**src/rtl/wb_slave_router.sv**
```systemverilog
// Wishbone address decoder and response mux from the Caravel user slave port to NUM_SLV slaves.
// Adds a per-access timeout, error responses for unmapped/timed-out accesses and sticky fault capture.
module wb_slave_router #(
    parameter int                    NUM_SLV  = 4,
    parameter logic [32*NUM_SLV-1:0] BASE     = {32'h3800_0000, 32'h3000_0200, 32'h3000_0100, 32'h3000_0000},
    parameter logic [32*NUM_SLV-1:0] MASK     = {32'hFF00_0000, 32'hFF00_0F00, 32'hFF00_0F00, 32'hFF00_0F00},
    parameter int                    TIMEOUT  = 255,
    parameter logic [31:0]           ERR_DATA = 32'hDEAD_BEEF
) (
    input  logic                    wb_clk_i,
    input  logic                    wb_rst_i,
    input  logic                    wbs_cyc_i,
    input  logic                    wbs_stb_i,
    input  logic                    wbs_we_i,
    input  logic [3:0]              wbs_sel_i,
    input  logic [31:0]             wbs_adr_i,
    input  logic [31:0]             wbs_dat_i,
    output logic                    wbs_ack_o,
    output logic [31:0]             wbs_dat_o,
    output logic [NUM_SLV-1:0]      s_valid_o,
    output logic                    s_we_o,
    output logic [3:0]              s_sel_o,
    output logic [31:0]             s_adr_o,
    output logic [31:0]             s_dat_o,
    input  logic [NUM_SLV-1:0]      s_ack_i,
    input  logic [32*NUM_SLV-1:0]   s_dat_i,
    output logic [31:0]             fault_adr_o,
    output logic [7:0]              fault_cnt_o,
    output logic                    err_irq_o,
    input  logic                    irq_clr_i
);

    localparam int IW = (NUM_SLV > 1) ? $clog2(NUM_SLV) : 1;
    localparam int CW = $clog2(TIMEOUT + 1);
    localparam logic [CW-1:0] CNT_LAST = CW'(TIMEOUT - 1);

    typedef enum logic [1:0] {IDLE, WAIT, ERR} state_t;

    state_t        state;
    logic [IW-1:0] idx;
    logic [CW-1:0] cnt;

    logic          req;
    logic          hit;
    logic [IW-1:0] hit_idx;
    logic          sel_ack;
    logic          enter_err;
    logic [31:0]   s_dat_arr [NUM_SLV];

    assign req     = wbs_cyc_i & wbs_stb_i;
    assign s_we_o  = wbs_we_i;
    assign s_sel_o = wbs_sel_i;
    assign s_adr_o = wbs_adr_i;
    assign s_dat_o = wbs_dat_i;

    // Descending scan so the lowest matching slave index overrides higher ones.
    always_comb begin
        // NOTE: every always_comb output gets a default first so no latch is inferred.
        hit     = 1'b0;
        hit_idx = '0;
        for (int k = NUM_SLV - 1; k >= 0; k--) begin
            if ((wbs_adr_i & MASK[32*k +: 32]) == (BASE[32*k +: 32] & MASK[32*k +: 32])) begin
                hit     = 1'b1;
                hit_idx = IW'(k);
            end
        end
    end

    always_comb begin
        for (int k = 0; k < NUM_SLV; k++) begin
            s_dat_arr[k] = s_dat_i[32*k +: 32];
        end
    end

    // An abort (cyc/stb low) masks the selected slave's ack so it never reaches the master.
    assign sel_ack   = (state == WAIT) && req && s_ack_i[idx];
    assign enter_err = ((state == IDLE) && req && !hit) ||
                       ((state == WAIT) && req && !s_ack_i[idx] && (cnt == CNT_LAST));

    // Ack and read data pass straight through from the slave so its latency is not extended.
    always_comb begin
        s_valid_o = '0;
        wbs_ack_o = 1'b0;
        wbs_dat_o = '0;
        if ((state == WAIT) && req) begin
            s_valid_o[idx] = 1'b1;
        end
        if (state == ERR) begin
            wbs_ack_o = 1'b1;
            wbs_dat_o = ERR_DATA;
        end else if (sel_ack) begin
            wbs_ack_o = 1'b1;
            wbs_dat_o = s_dat_arr[idx];
        end
    end

    always_ff @(posedge wb_clk_i) begin
        if (wb_rst_i) begin
            state       <= IDLE;
            idx         <= '0;
            cnt         <= '0;
            fault_adr_o <= '0;
            fault_cnt_o <= '0;
            err_irq_o   <= 1'b0;
        end else begin
            case (state)
                IDLE: begin
                    if (req) begin
                        idx <= hit_idx;
                        cnt <= '0;
                        state <= hit ? WAIT : ERR;
                    end
                end
                WAIT: begin
                    if (!req || s_ack_i[idx]) begin
                        state <= IDLE;
                    end else if (cnt == CNT_LAST) begin
                        state <= ERR;
                    end else begin
                        cnt <= cnt + 1'b1;
                    end
                end
                ERR: begin
                    state <= IDLE;
                end
                default: begin
                    state <= IDLE;
                end
            endcase

            if (enter_err) begin
                fault_adr_o <= wbs_adr_i;
            end

            // A clear in the same cycle as a new fault leaves both flag and counter cleared.
            if (irq_clr_i) begin
                err_irq_o   <= 1'b0;
                fault_cnt_o <= '0;
            end else if (enter_err) begin
                err_irq_o <= 1'b1;
                if (fault_cnt_o != 8'hFF) begin
                    fault_cnt_o <= fault_cnt_o + 8'd1;
                end
            end
        end
    end

endmodule

```
**config.mk**
```make
export PLATFORM = sky130hd
export DESIGN_NAME = wb_slave_router
export DESIGN_NICKNAME = d
export VERILOG_FILES = /design/src/rtl/wb_slave_router.sv
export SDC_FILE = /design/constraint.sdc
export NUM_CORES = 1
export LEC_CHECK = 0
export BUFFER_PORTS_ARGS = -buffer_cell sky130_fd_sc_hd__clkbuf_2
export CORE_AREA = 2 2 137 139
export CTS_BUF_LIST = sky130_fd_sc_hd__clkbuf_8
export DETAILED_ROUTE_END_ITERATION = 16
export DIE_AREA = 0 0 139 141
export GPL_TIMING_DRIVEN = 0
export HOLD_SLACK_MARGIN = 0.12
export PLACE_DENSITY = 0.5
export SETUP_SLACK_MARGIN = 0.15
export SYNTH_ARGS = -nofsm -noshare
export SYNTH_HDL_FRONTEND = slang
export SYNTH_SLANG_ARGS = --single-unit
```
**constraint.sdc**
```tcl
create_clock -name wb_clk_i -period 3.75 [get_ports wb_clk_i]
set_input_delay 0.75 -clock wb_clk_i [delete_from_list [all_inputs] [get_ports wb_clk_i]]
set_output_delay 0.75 -clock wb_clk_i [all_outputs]
set_load 0.02 [all_outputs]
```
---- Yosys cells after proc, flatten, opt, wreduce, memory -nomap -nowiden ----
Index checks and enable logic that the tools add are counted.
word-level totals
  input bits .............................. 206
  word-level logic and storage cells ...... 73
  output and inout port bits .............. 147
  register bits after elaboration ......... 53
cells by class
  order comparisons ....................... 3
  bitwise operators ....................... 2
  eq/ne operators ......................... 12
  add/subtract/negate cells ............... 2
  reductions and logical operators ........ 19
  muxes and demuxes ....................... 29
operators by type and width
  operator              number
  $mux 32               4
  $bmux 32 s2           1
  $eq 12x10->1 const B  3
  $mux 8                3
  $add 8x1->8 const B   2
  $mux 2                8
  $pmux 8 s2            1
  $eq 8x6->1 const B    1
  $eq 8x8->1 const B    1
  $mux 1                8
  $ne 8x8->1 const B    1
  $logic_and 1x1->1     7
  $ne 2x2->1 const B    3
  $reduce_and 2->1      3
  $mux 4                1
  $pmux 2 s2            1
  $reduce_and 4->1      1
  $ge 3x3->1 const B    1
  $logic_not 1->1       3
  $lt 2x3->1 const B    1
  $ne 3x1->1 const B    1
  $not 2->3             1
  $bmux 1 s2            1
  $demux 1 s2           1
  8 further kinds       9

---- Depth between registers and ports, before layout ----
Gate-level depths: netlist of run 1.
  depth after elaboration ................. 9
  gate-level depth with buffers ........... 9
  gate-level depth less buffers ........... 7

---- Least setup slack after synthesis of run 1 ----
No wires, ideal clock.
  path type ............................... in2out
  from .................................... input port s_ack_i[3]
  to ...................................... output port wbs_dat_o[0]
  setup slack ............................. 956 ps
  data required time ...................... 3000 ps
  stages .................................. 5
  arrival time ............................ 2044 ps
  path buffers ............................ 2
  path through ............................ mux4_2 clkbuf_1 nand2_1 clkbuf_1 o21ai_0
on the way
  cells in the longest elaborated chain, start to end .. 5
RTL lines
  item                          RTL line  RTL
  start: declaration            25        input logic [NUM_SLV-1:0] s_ack_i,
  $bmux 1 s2                    76        assign sel_ack = (state == WAIT) && req && s_ack_i[idx];
  $mux 1 (not written as such)  76
  $logic_and 1x1->1             76
  $mux 32                       91        end else if (sel_ack) begin
  $mux 32                       88        if (state == ERR) begin
  end: declaration              19        output logic [31:0] wbs_dat_o,
Every way passes these cells. The select of a mux whose other input is x is not followed.

---- Worst setup path in the final report of run 1 ----
  from .................................... register idx[1]
  to ...................................... output port wbs_dat_o[16]
on the way
  cells in the longest elaborated chain, start to end .. 6
  elaborated cells between the ends (all ways) .. 9
  classes of those cells .................. mux (7); bitwise (1); reduce/logical (1)
RTL lines
  item                                         RTL line  RTL
  start: declaration                           40        logic [IW-1:0] idx;
  start signal: assignment                     109       idx <= hit_idx;
  $not 2->3 (not written as such)              93        wbs_dat_o = s_dat_arr[idx];
  $bmux 32 s2                                  93
  $mux 32 (not written as such) (2 in series)  93
  $mux 32 *                                    91
  $mux 32 *                                    88
Every way passes the cells marked *; elsewhere a longest branch is shown, timed or not. The select of a mux whose other input is x is not followed.

==> results by group, run 1 <==
Run status
  • Outcome: finished, final reports clean

Clock network
  • Postcts setup bufs: 0
  • CTS sink cnt: 53
  • Worst-Skew Late Latency: 320 ps
  • Cts hold-fix bufs: 0
  • H-tree depth: 2
  • TritonCTS buffer count: 5
  • Clock Tree Buf Depth: 2
  • Clock Pin Slew Worst Setup and Hold Paths: 100 ps
  • CTS tree: done
  • Root Buffer: clkbuf_8
  • Resize count post-CTS: 2

Logic synthesis
  • Seq/Total Area, Yosys: 27.96%
  • Post-synthesis async set-or-reset flop share: 0%
  • Synth Instances: 446
  • Mapped Nets: 655
  • Mean Syn Cell Area: 8.509 µm²
  • Yosys warnings: 0
  • Number of synthesized flops with an enable pin: 0
  • Post-synth top flop: dfxtp_1
  • Yosys cell types: 43
  • Synthesized area: 3795 µm²
  • #FFs+latches synth: 53

Timing
  • Fin crit share: about nine tenths
  • Actual slew at the worst max-slew pin: 709.4 ps
  • Final Hold Viols: 0
  • Worst Clk Skew: 10.32 ps
  • Max frequency: 294.5 MHz
  • RSZ-0062 raised after global routing: no
  • Clock period minus worst slack: 3396 ps
  • Setup TNS: 0 ps
  • Max-slew violations: 0
  • Slew margin rel.: 52.71%
  • Count of final setup violators: 0

Flow run
  • Max Cap Viol: 0

Layout
  • # diodes: 0
  • # nets final: 977
  • FILL cells: 2,027
  • P&R area growth vs syn: 51.80%
  • Most common cell after layout, fill and taps aside: clkbuf_2
  • Register area: between 1000 and 1500 µm²
  • Multi-input logic area: 2011 µm²
  • Finished Layout Cells: 1,003
  • Fraction of final layout cells sized beyond drive strength 1: 56.31%
  • Most frequent cells in the layout: clkbuf_2, nand2_1, buf_4, dfxtp_1, a21oi_1

Placed design
  • IO buf count: between 300 and 400
  • Dpl hpwl: 13,740 µm
  • GP Congestion: 0.7528
  • Post-Place Cells: 995

Worst setup path
  • Worst Path Required: 3000 ps
  • Setup crit start kind: flop
  • RR Endpoint: fault_cnt_o[2]
  • Critical path class: reg -> out
  • Data arrival time of the critical path: roughly 2700 ps
  • CP max FO: 10
  • R2r setup slk: 1080 ps
  • Setup crit end kind: primary output
  • Register-to-Register Path Depth: 6
  • RR Startpoint: idx[0]

Floorplan
  • I/O pins: 353
  • Initial core utilization: 20.77%
  • Die Wd: 139 µm
  • Floorplan row count: 50
  • Die Y-Extent: ~140 µm
  • Core area: 18,270 µm²
  • DIE AREA: 19,600 µm²

Worst hold path
  • WHS Path Cells: 2
  • Hold path endpoint: fault_adr_o[5]
  • Hold path start: fault_adr_o[5]
  • Type of the most critical hold path: reg -> reg

Power and ir drop
  • P_leak: 2.883 nW
  • Power Total: 1.370 mW
  • Pwr/cell area: 237.8 nW/µm²
  • Peak VDD IR: 0.1705 mV

Detailed routing
  • 1st-pass router iterations: 4
  • Routed len/inst: 15.80 µm
  • Final wirelength: about 16,000 µm
  • Via density per instance: ~4.3
  • Final ANT Viol Nets: 0
  • Post-route DRC: 0
  • Vias: around 4,300
  • DRT iter0 DRCs: 117

GRT
  • GRT overflow: 0
  • Initial antenna violation count: 0
  • Tot GR Track Use: approximately 15%
  • Vias in the first global route: a little over 4,000
  • First-pass GRT wire length: 23,220 µm
  • Largest net degree at the start of global routing: 17
-- critical path, stage by stage (launching register included) --
cell	delay [ps]
dfxtp_1	410
clkbuf_1	570
clkbuf_1	580
mux4_2	340
inv_1	40
o21ai_0	170
clkbuf_2	210
-- sequential cells by signal, indices dropped and copies added (netlist names) --
signal       count
cnt              8
err_irq_o        1
fault_adr_o     32
fault_cnt_o      8
idx              2
state            2
-- cell type report --
cell class	count	share of cell area [%]
Buffer	97	11.03
Clock buffer	5	1.195
Clock inverter	3	0.3041
Inverter	26	1.694
Multi-Input combinational cell	270	34.90
Sequential cell	53	18.42
Tap cell	234	5.083
Timing Repair Buffer	315	27.37
-- worst max path at each step --
| stage | from | end | slack [ps] | cells after the start |
|---|---|---|---|---|
| after detailed placement | s_ack_i[3] | wbs_dat_o[30] | 440 | 7 |
| after global placement | s_ack_i[3] | wbs_dat_o[30] | 440 | 7 |
| after CTS | idx[0] | wbs_dat_o[3] | 190 | 6 |
| after floorplan | s_ack_i[3] | wbs_dat_o[0] | 960 | 5 |
| final | idx[1] | wbs_dat_o[16] | 350 | 6 |
| after global routing | idx[1] | wbs_dat_o[16] | 240 | 6 |
-- cell families after synthesis --
logic type / count (synthesis) / share of synthesized area, %
muxes: 33 / 19.58
xor gates and xnor gates: 7 / 1.616
adders and majority gates: 3 / 0.9892
and+or+nand+nor: 137 / 17.01
AOI/OAI and AO/OA: 90 / 13.78
DFF: 53 / 27.96
buffers and inverters: 123 / 19.06
-- synthesized netlist by cell type, types with 2 or more instances --
master / n / share of area (%)
a211oi_1: 4 / 0.79
clkbuf_1: 23 / 2.3
nor3b_1: 2 / 0.40
buf_1: 3 / 0.30
a21oi_1: 44 / 5.8
xnor2_1: 7 / 1.6
and4_1: 3 / 0.69
nand4_1: 2 / 0.33
nor4b_1: 3 / 0.69
buf_4: 69 / 14
and3_1: 10 / 1.6
buf_2: 2 / 0.26
nor3_1: 4 / 0.53
inv_1: 26 / 2.6
mux4_2: 33 / 20
nor2_1: 17 / 1.7
nand2_1: 77 / 7.6
ha_1: 3 / 0.99
o21ai_0: 25 / 3.3
o41ai_1: 2 / 0.46
o31ai_1: 3 / 0.59
nand3_1: 7 / 0.92
o211ai_1: 4 / 0.79
nand2b_1: 2 / 0.33
dfxtp_1: 53 / 28
-- where the power goes --
part	internal (mW)	switching, mW
sequential	0.581	0.00971
combinational	0.202	0.243
clock	0.131	0.204
-- per-stage QoR --
| stage | setup slack (ps) | hold WS, ps | cell area (µm²) | util, % |
|---|---|---|---|---|
| floorplan | 956.1 | 476.4 | 3795 | - |
| global placement | 436.7 | 438.0 | 5664 | 31.01 |
| detailed placement | 437.6 | 442.1 | 5664 | 31.01 |
| CTS | 192.7 | 455.6 | 5758 | 31.52 |
| global route | 242.1 | 475.4 | 5761 | 31.53 |
| finish | 354.0 | 453.9 | 5761 | 31.53 |
-- metal layers --
| metal | GRT usage [%] | vias up | share of wire, % | wire (µm) |
|---|---|---|---|---|
| li1 | - | 2133 | - | - |
| met1 | 19.33 | 2005 | 43 | 6790 |
| met2 | 25.80 | 198 | 49 | 7745 |
| met3 | 3.363 | 12 | 7.2 | 1143 |
| met4 | 3.190 | 0 | 1.0 | 163 |
| met5 | 0 | - | 0 | 0 |
Note: power is estimated with default switching activity, not from simulation.
==> inputs of run 2 (changes only) <==
PLACE_DENSITY = not set   (was 0.5)
PLACE_DENSITY_LB_ADDON = 0.25   (was not set)
==> run 2 against run 1 <==
Compared with the run above:
- global-route usage rose by 0.20 points
- routed wire length rose by 1.7%
- sequential cell count did not move
- worst hold slack improved by 3.2 ps
- utilization barely moved
- highest routed layer unchanged
- first-iteration DRC count rose by 6.0%
- non-clock buffer count did not move
- die area did not move
- design area rose by 0.11%
- count of clock-buffer cells in the layout rose by 1
==> results by group, run 2 (synthesized netlist as in run 1, its figures left out) <==
Power and ir drop
  • Pwr/cell area: 242.4 nW/µm² (+1.9%)
  • P_leak: 2.882 nW (about the same)
  • Power Total: 1.398 mW (+2.1%)
  • Peak VDD IR: 0.1661 mV (-2.6%)

Layout
  • FILL cells: 1,980 (-2.3%)
  • Top flop regs: fault_adr_o x32, cnt x8, fault_cnt_o x8
  • Most common cell after layout, fill and taps aside: clkbuf_2
  • Finished Layout Cells: 1,003 (unchanged)
  • # diodes: 0 (unchanged)
  • Most frequent cells in the layout: clkbuf_2, nand2_1, buf_4, dfxtp_1, a21oi_1
  • Finished layout cell area: 5767 µm² (+0.11%)
  • Number of flip-flops in the largest register: 32 (unchanged)
  • Fraction of final layout cells sized beyond drive strength 1: 56.31% (unchanged)
  • Biggest register: fault_adr_o
  • Finished Core Util: 31.57% (+0.034 points)
  • # nets final: 977 (unchanged)
  • P&R area growth vs syn: 51.96%

Clock network
  • Clock Pin Slew Worst Setup and Hold Paths: 110 ps (about the same)
  • Clock Tree Buf Depth: 2 (unchanged)
  • Root Buffer: clkbuf_8
  • H-tree depth: 2 (unchanged)
  • Worst-Skew Late Latency: 310 ps (about the same)
  • CTS sink cnt: 53 (unchanged)
  • TritonCTS buffer count: 5 (unchanged)
  • CTS tree: done

Timing
  • Post-route setup slack: 391.5 ps (+37.51 ps)
  • Hold Slack: 457.1 ps (+3.180 ps)
  • Final Hold Viols: 0 (unchanged)
  • Max frequency: 297.8 MHz (+1.1%)
  • Clock period minus worst slack: 3358 ps (-37.51 ps)
  • Max-slew violations: 0 (unchanged)
  • Count of final setup violators: 0 (unchanged)
  • Slew margin rel.: 52.01% (-0.70 points)
  • RSZ-0062 raised after global routing: no
  • Worst Clk Skew: 11.40 ps (+1.080 ps)
  • Fin crit share: 89.56% (-1.0 points)
  • Setup TNS: 0 ps (unchanged)
  • Actual slew at the worst max-slew pin: 714.3 ps (+4.941 ps)

Worst setup path
  • CP cell instances: clkbuf_2, mux4_2, clkbuf_1, nand2_1, clkbuf_1, o21ai_0, clkbuf_2
  • Setup crit start kind: primary input
  • CP max FO: 10 (unchanged)
  • Worst Path Required: 3000 ps (about the same)
  • Setup crit end kind: primary output
  • Crit-path slowest cell: mux4_2
  • Data arrival time of the critical path: 2610 ps (-40 ps)
  • Largest stage delay, worst path: 530 ps (-50 ps)
  • Critical path class: in -> out

Placed design
  • DP Worst Slack: 215.4 ps (-222.2 ps)
  • Dpl hpwl: 13,860 µm (+0.89%)
  • Post-Place Cells: 995 (unchanged)
  • IO buf count: 315 (unchanged)
  • GP Congestion: 0.7565 (+0.49%)
  • Placed Instance Area: 5664 µm² (unchanged)

Floorplan
  • Die Y-Extent: 141 µm (unchanged)
  • Die Wd: 139 µm (unchanged)
  • I/O pins: 353 (unchanged)
  • Floorplan row count: 50 (unchanged)
  • DIE AREA: 19,600 µm² (unchanged)
  • Core area: 18,270 µm² (unchanged)
  • Initial core utilization: 20.77% (unchanged)

Worst hold path
  • Type of the most critical hold path: reg -> reg

Flow run
  • Max Cap Viol: 0 (unchanged)

GRT
  • M1 GR Usage: 20.37% (+1.0 points)
  • Vias in the first global route: 4,155 (+0.31%)
  • Largest net degree at the start of global routing: 18 (+1)
  • Tot GR Track Use: 15.19% (+0.20 points)
  • Global routing usage on met3: 3.125% (-0.24 points)
  • Initial antenna violation count: 0 (unchanged)
  • Grt peak-use layer: met2
  • First-pass GRT wire length: 23,500 µm (+1.2%)
  • Met2 Use GR: 25.85% (+0.052 points)
  • GRT overflow: 0 (unchanged)

Detailed routing
  • Routed len/inst: 16.06 µm (+1.7%)
  • DRT iter0 DRCs: 124 (+6.0%)
  • Final wirelength: 16,110 µm (+1.7%)
  • Via density per instance: 4.305 (-0.69%)
  • Final ANT Viol Nets: 0 (unchanged)
  • Vias: 4,318 (-0.69%)
  • Post-route DRC: 0 (unchanged)
  • 1st-pass router iterations: 5 (+1)

Run status
  • Outcome: finished, final reports clean
[run 2: changes by cell type in the layout (fill, tap and decap cells not counted), sizes merged]
cell / previous run / this run
inv: 28 / 27
clkdlybuf4s15: 1 / 0
clkbuf: 343 / 345
[run 2: path summary, 6_finish.rpt]
path / startpoint / slack (ps) / cells after the start / to
worst max-delay path: s_ack_i[3] / 390 / 7 / wbs_dat_o[2]
worst min-delay path: fault_adr_o[28] / 460 / 2 / fault_adr_o[28]
worst max register to register: idx[0] / 1100 / 7 / fault_adr_o[31]
worst min register to register: fault_adr_o[28] / 460 / 2 / fault_adr_o[28]
[run 2: what timing repair did]
action	in CTS	in global routing
endpoints found under the setup margin	0	11
setup buffers	0	0
hold buffers	0	0
gates resized for setup	0	4
[run 2: area by class of cell]
cell class              count  area [µm²]  area share [%]
clock buffers               6       82.58           1.432
plain buffers              97       628.1           10.89
repair buffers            315        1577           27.34
clock inverters             2       17.52          0.3038
inverters                  26       97.59           1.692
well taps                 234       292.8           5.077
flip-flops and latches     53        1061           18.40
multi-input cells         270        2011           34.87
[run 2: worst max-delay path: cells and delay by family]
family / cells / cell delay, ps
buffers and inverters: 4 / 860
muxes: 1 / 530
and+or+nand+nor: 1 / 290
AOI/OAI and AO/OA: 1 / 170
[run 2: layer usage]
layer / wire (µm) / share of wire [%] / vias up
li1: - / - / 2142
met1: 7267 / 45 / 1976
met2: 7679 / 48 / 195
met3: 1071 / 6.7 / 5
met4: 87 / 0.54 / 0
met5: 0 / 0 / -
[run 2: power breakdown]
group / internal [mW] / total, mW / switching, mW
combinational: 0.202 / 0.448 / 0.246
clock: 0.154 / 0.360 / 0.206
sequential: 0.581 / 0.590 / 0.00959
total: 0.937 / 1.40 / 0.461
==> inputs of run 3 (changes only) <==
CORE_AREA = 5 5 136 138   (was 2 2 137 139)
DIE_AREA = 0 0 141 143   (was 0 0 139 141)
==> run 3 against run 2 <==
Compared with the run above:
- clock skew about the same
- critical path depth unchanged
- largest power group unchanged
- via count down 0.51%
- routed wire length up 6.4%
- non-clock buffer count unchanged
- worst setup slack worse by 82 ps
- first-iteration DRC count down 17%
- utilization up 2.2 points
- count of clock-buffer cells in the layout unchanged
- total power about the same
==> results by group, run 3 (synthesized netlist as in run 1, its figures left out) <==
Floorplan
  • Die Wd: 141 µm (+1.4%)
  • DIE AREA: 20,160 µm² (+2.9%)
  • Core area: 17,060 µm² (-6.6%)
  • I/O pins: 353 (unchanged)
  • Initial core utilization: 22.25% (+1.5 points)
  • Floorplan row count: 48 (-4.0%)
  • Die Y-Extent: 143 µm (+1.4%)

Worst setup path
  • CP max FO: 10 (unchanged)
  • Setup crit end kind: primary output
  • RR Startpoint: idx[0]
  • Worst Path Required: 3000 ps (about the same)
  • Setup crit start kind: primary input
  • Critical path class: in -> out
  • Data arrival time of the critical path: 2690 ps (+80 ps)
  • RR Endpoint: fault_cnt_o[2]
  • Register-to-Register Path Depth: 6 (-1)
  • CP startpoint: s_ack_i[3]
  • CP endpoint: wbs_dat_o[11]
  • R2r setup slk: 1150 ps (+50 ps)

Timing
  • Final Hold Viols: 0 (unchanged)
  • Hold Slack: 457.8 ps (+0.6820 ps)
  • Clock period minus worst slack: 3441 ps (+82.18 ps)
  • Worst Clk Skew: 11.46 ps (+0.05910 ps)
  • Fin crit share: 91.75% (+2.2 points)
  • Max frequency: 290.6 MHz (-2.4%)
  • RSZ-0062 raised after global routing: no
  • Post-route setup slack: 309.4 ps (-82.18 ps)
  • Count of final setup violators: 0 (unchanged)
  • Actual slew at the worst max-slew pin: 690.6 ps (-23.72 ps)
  • Setup TNS: 0 ps (unchanged)
  • Max-slew violations: 0 (unchanged)
  • Slew margin rel.: 53.33% (+1.3 points)

Layout
  • Biggest register: fault_adr_o
  • # nets final: 977 (unchanged)
  • Finished Layout Cells: 994 (-0.90%)
  • Number of flip-flops in the largest register: 32 (unchanged)
  • Register area: 1061 µm² (unchanged)
  • FILL cells: 1,917 (-3.2%)
  • Top flop regs: fault_adr_o x32, cnt x8, fault_cnt_o x8
  • Most common cell after layout, fill and taps aside: clkbuf_2
  • # diodes: 0 (unchanged)
  • P&R area growth vs syn: 51.63%
  • Fraction of final layout cells sized beyond drive strength 1: 56.18% (-0.13 points)
  • Most frequent cells in the layout: clkbuf_2, nand2_1, buf_4, dfxtp_1, a21oi_1
  • Multi-input logic area: 2011 µm² (unchanged)

Clock network
  • Root Buffer: clkbuf_8
  • Worst-Skew Late Latency: 320 ps (about the same)
  • CTS tree: done
  • H-tree depth: 2 (unchanged)
  • Clock Pin Slew Worst Setup and Hold Paths: 100 ps (about the same)
  • Clock Tree Buf Depth: 2 (unchanged)
  • TritonCTS buffer count: 5 (unchanged)
  • CTS sink cnt: 53 (unchanged)
  • Resize count post-CTS: 0 (unchanged)
  • Cts hold-fix bufs: 0 (unchanged)
  • Postcts setup bufs: 0 (unchanged)

Detailed routing
  • DRT iter0 DRCs: 103 (-17%)
  • Final ANT Viol Nets: 0 (unchanged)
  • Final wirelength: 17,140 µm (+6.4%)
  • Post-route DRC: 0 (unchanged)
  • Via density per instance: 4.322 (+0.39%)
  • 1st-pass router iterations: 4 (-1)
  • Routed len/inst: 17.24 µm (+7.4%)
  • Vias: 4,296 (-0.51%)

Flow run
  • Max Cap Viol: 0 (unchanged)

Placed design
  • Post-Place Cells: 986 (-0.90%)
  • GP Congestion: 0.8806 (+16%)
  • Dpl hpwl: 14,870 µm (+7.3%)
  • IO buf count: 315 (unchanged)
  • DP Worst Slack: 251.3 ps (+35.87 ps)

Power and ir drop
  • Peak VDD IR: 0.1566 mV (-5.7%)
  • Pwr/cell area: 243.1 nW/µm² (+0.27%)
  • P_leak: 2.879 nW (about the same)

GRT
  • Initial antenna violation count: 0 (unchanged)
  • GRT overflow: 0 (unchanged)
  • First-pass GRT wire length: 25,220 µm (+7.3%)
  • Tot GR Track Use: 15.92% (+0.73 points)
  • Largest net degree at the start of global routing: 18 (unchanged)
  • Vias in the first global route: 4,376 (+5.3%)

Run status
  • Outcome: finished, final reports clean

Worst hold path
  • Type of the most critical hold path: reg -> reg
==> run 3: area by class of cell <==
type | instances | share of cell area (%)
Buffer | 97 | 10.89
Clock buffer | 6 | 1.435
Clock inverter | 2 | 0.3044
Inverter | 26 | 1.696
Multi-Input combinational cell | 270 | 34.94
Sequential cell | 53 | 18.44
Tap cell | 225 | 4.892
Timing Repair Buffer | 315 | 27.40
==> run 3: worst min path at each step <==
stage	start	slack, ps	endpoint	cells after the start
2_1_floorplan	cnt[7]	480	cnt[7]	2
3_3_place_gp	fault_adr_o[23]	440	fault_adr_o[23]	2
3_5_place_dp	fault_adr_o[9]	440	fault_adr_o[9]	2
4_1_cts	fault_adr_o[9]	460	fault_adr_o[9]	2
5_1_grt	fault_adr_o[28]	470	fault_adr_o[28]	2
6_report	fault_adr_o[9]	460	fault_adr_o[9]	2
==> run 3: metrics by stage <==
stage | total power, mW | util [%] | area, µm²
finish | 1.399 | 33.74 | 5754
global route | 1.486 | 33.74 | 5754
CTS | 1.433 | 33.73 | 5753
detailed placement | 1.054 | 33.14 | 5653
global placement | 1.051 | 33.14 | 5653
floorplan | 0.8479 | - | 3795
==> run 3: worst max-delay path, cell delays in order <==
cell      delay [ps]
clkbuf_2          80
mux4_2           500
clkbuf_1         220
nand2_1          300
clkbuf_1         380
o21ai_0          240
clkbuf_2         210
==> run 3: power by group <==
group	switching, mW	internal [mW]
registers	0.0102	0.581
logic	0.242	0.202
clock network	0.210	0.154
==> run 3: per-layer routing <==
| metal | up-vias | GRT usage (%) | wire, µm |
|---|---|---|---|
| met1 | 1937 | 20.14 | 7299 |
| met3 | 9 | 4.555 | 1515 |
| met5 | - | 0 | 0 |
| li1 | 2142 | - | - |
| met2 | 208 | 27.52 | 8175 |
| met4 | 0 | 2.703 | 150 |
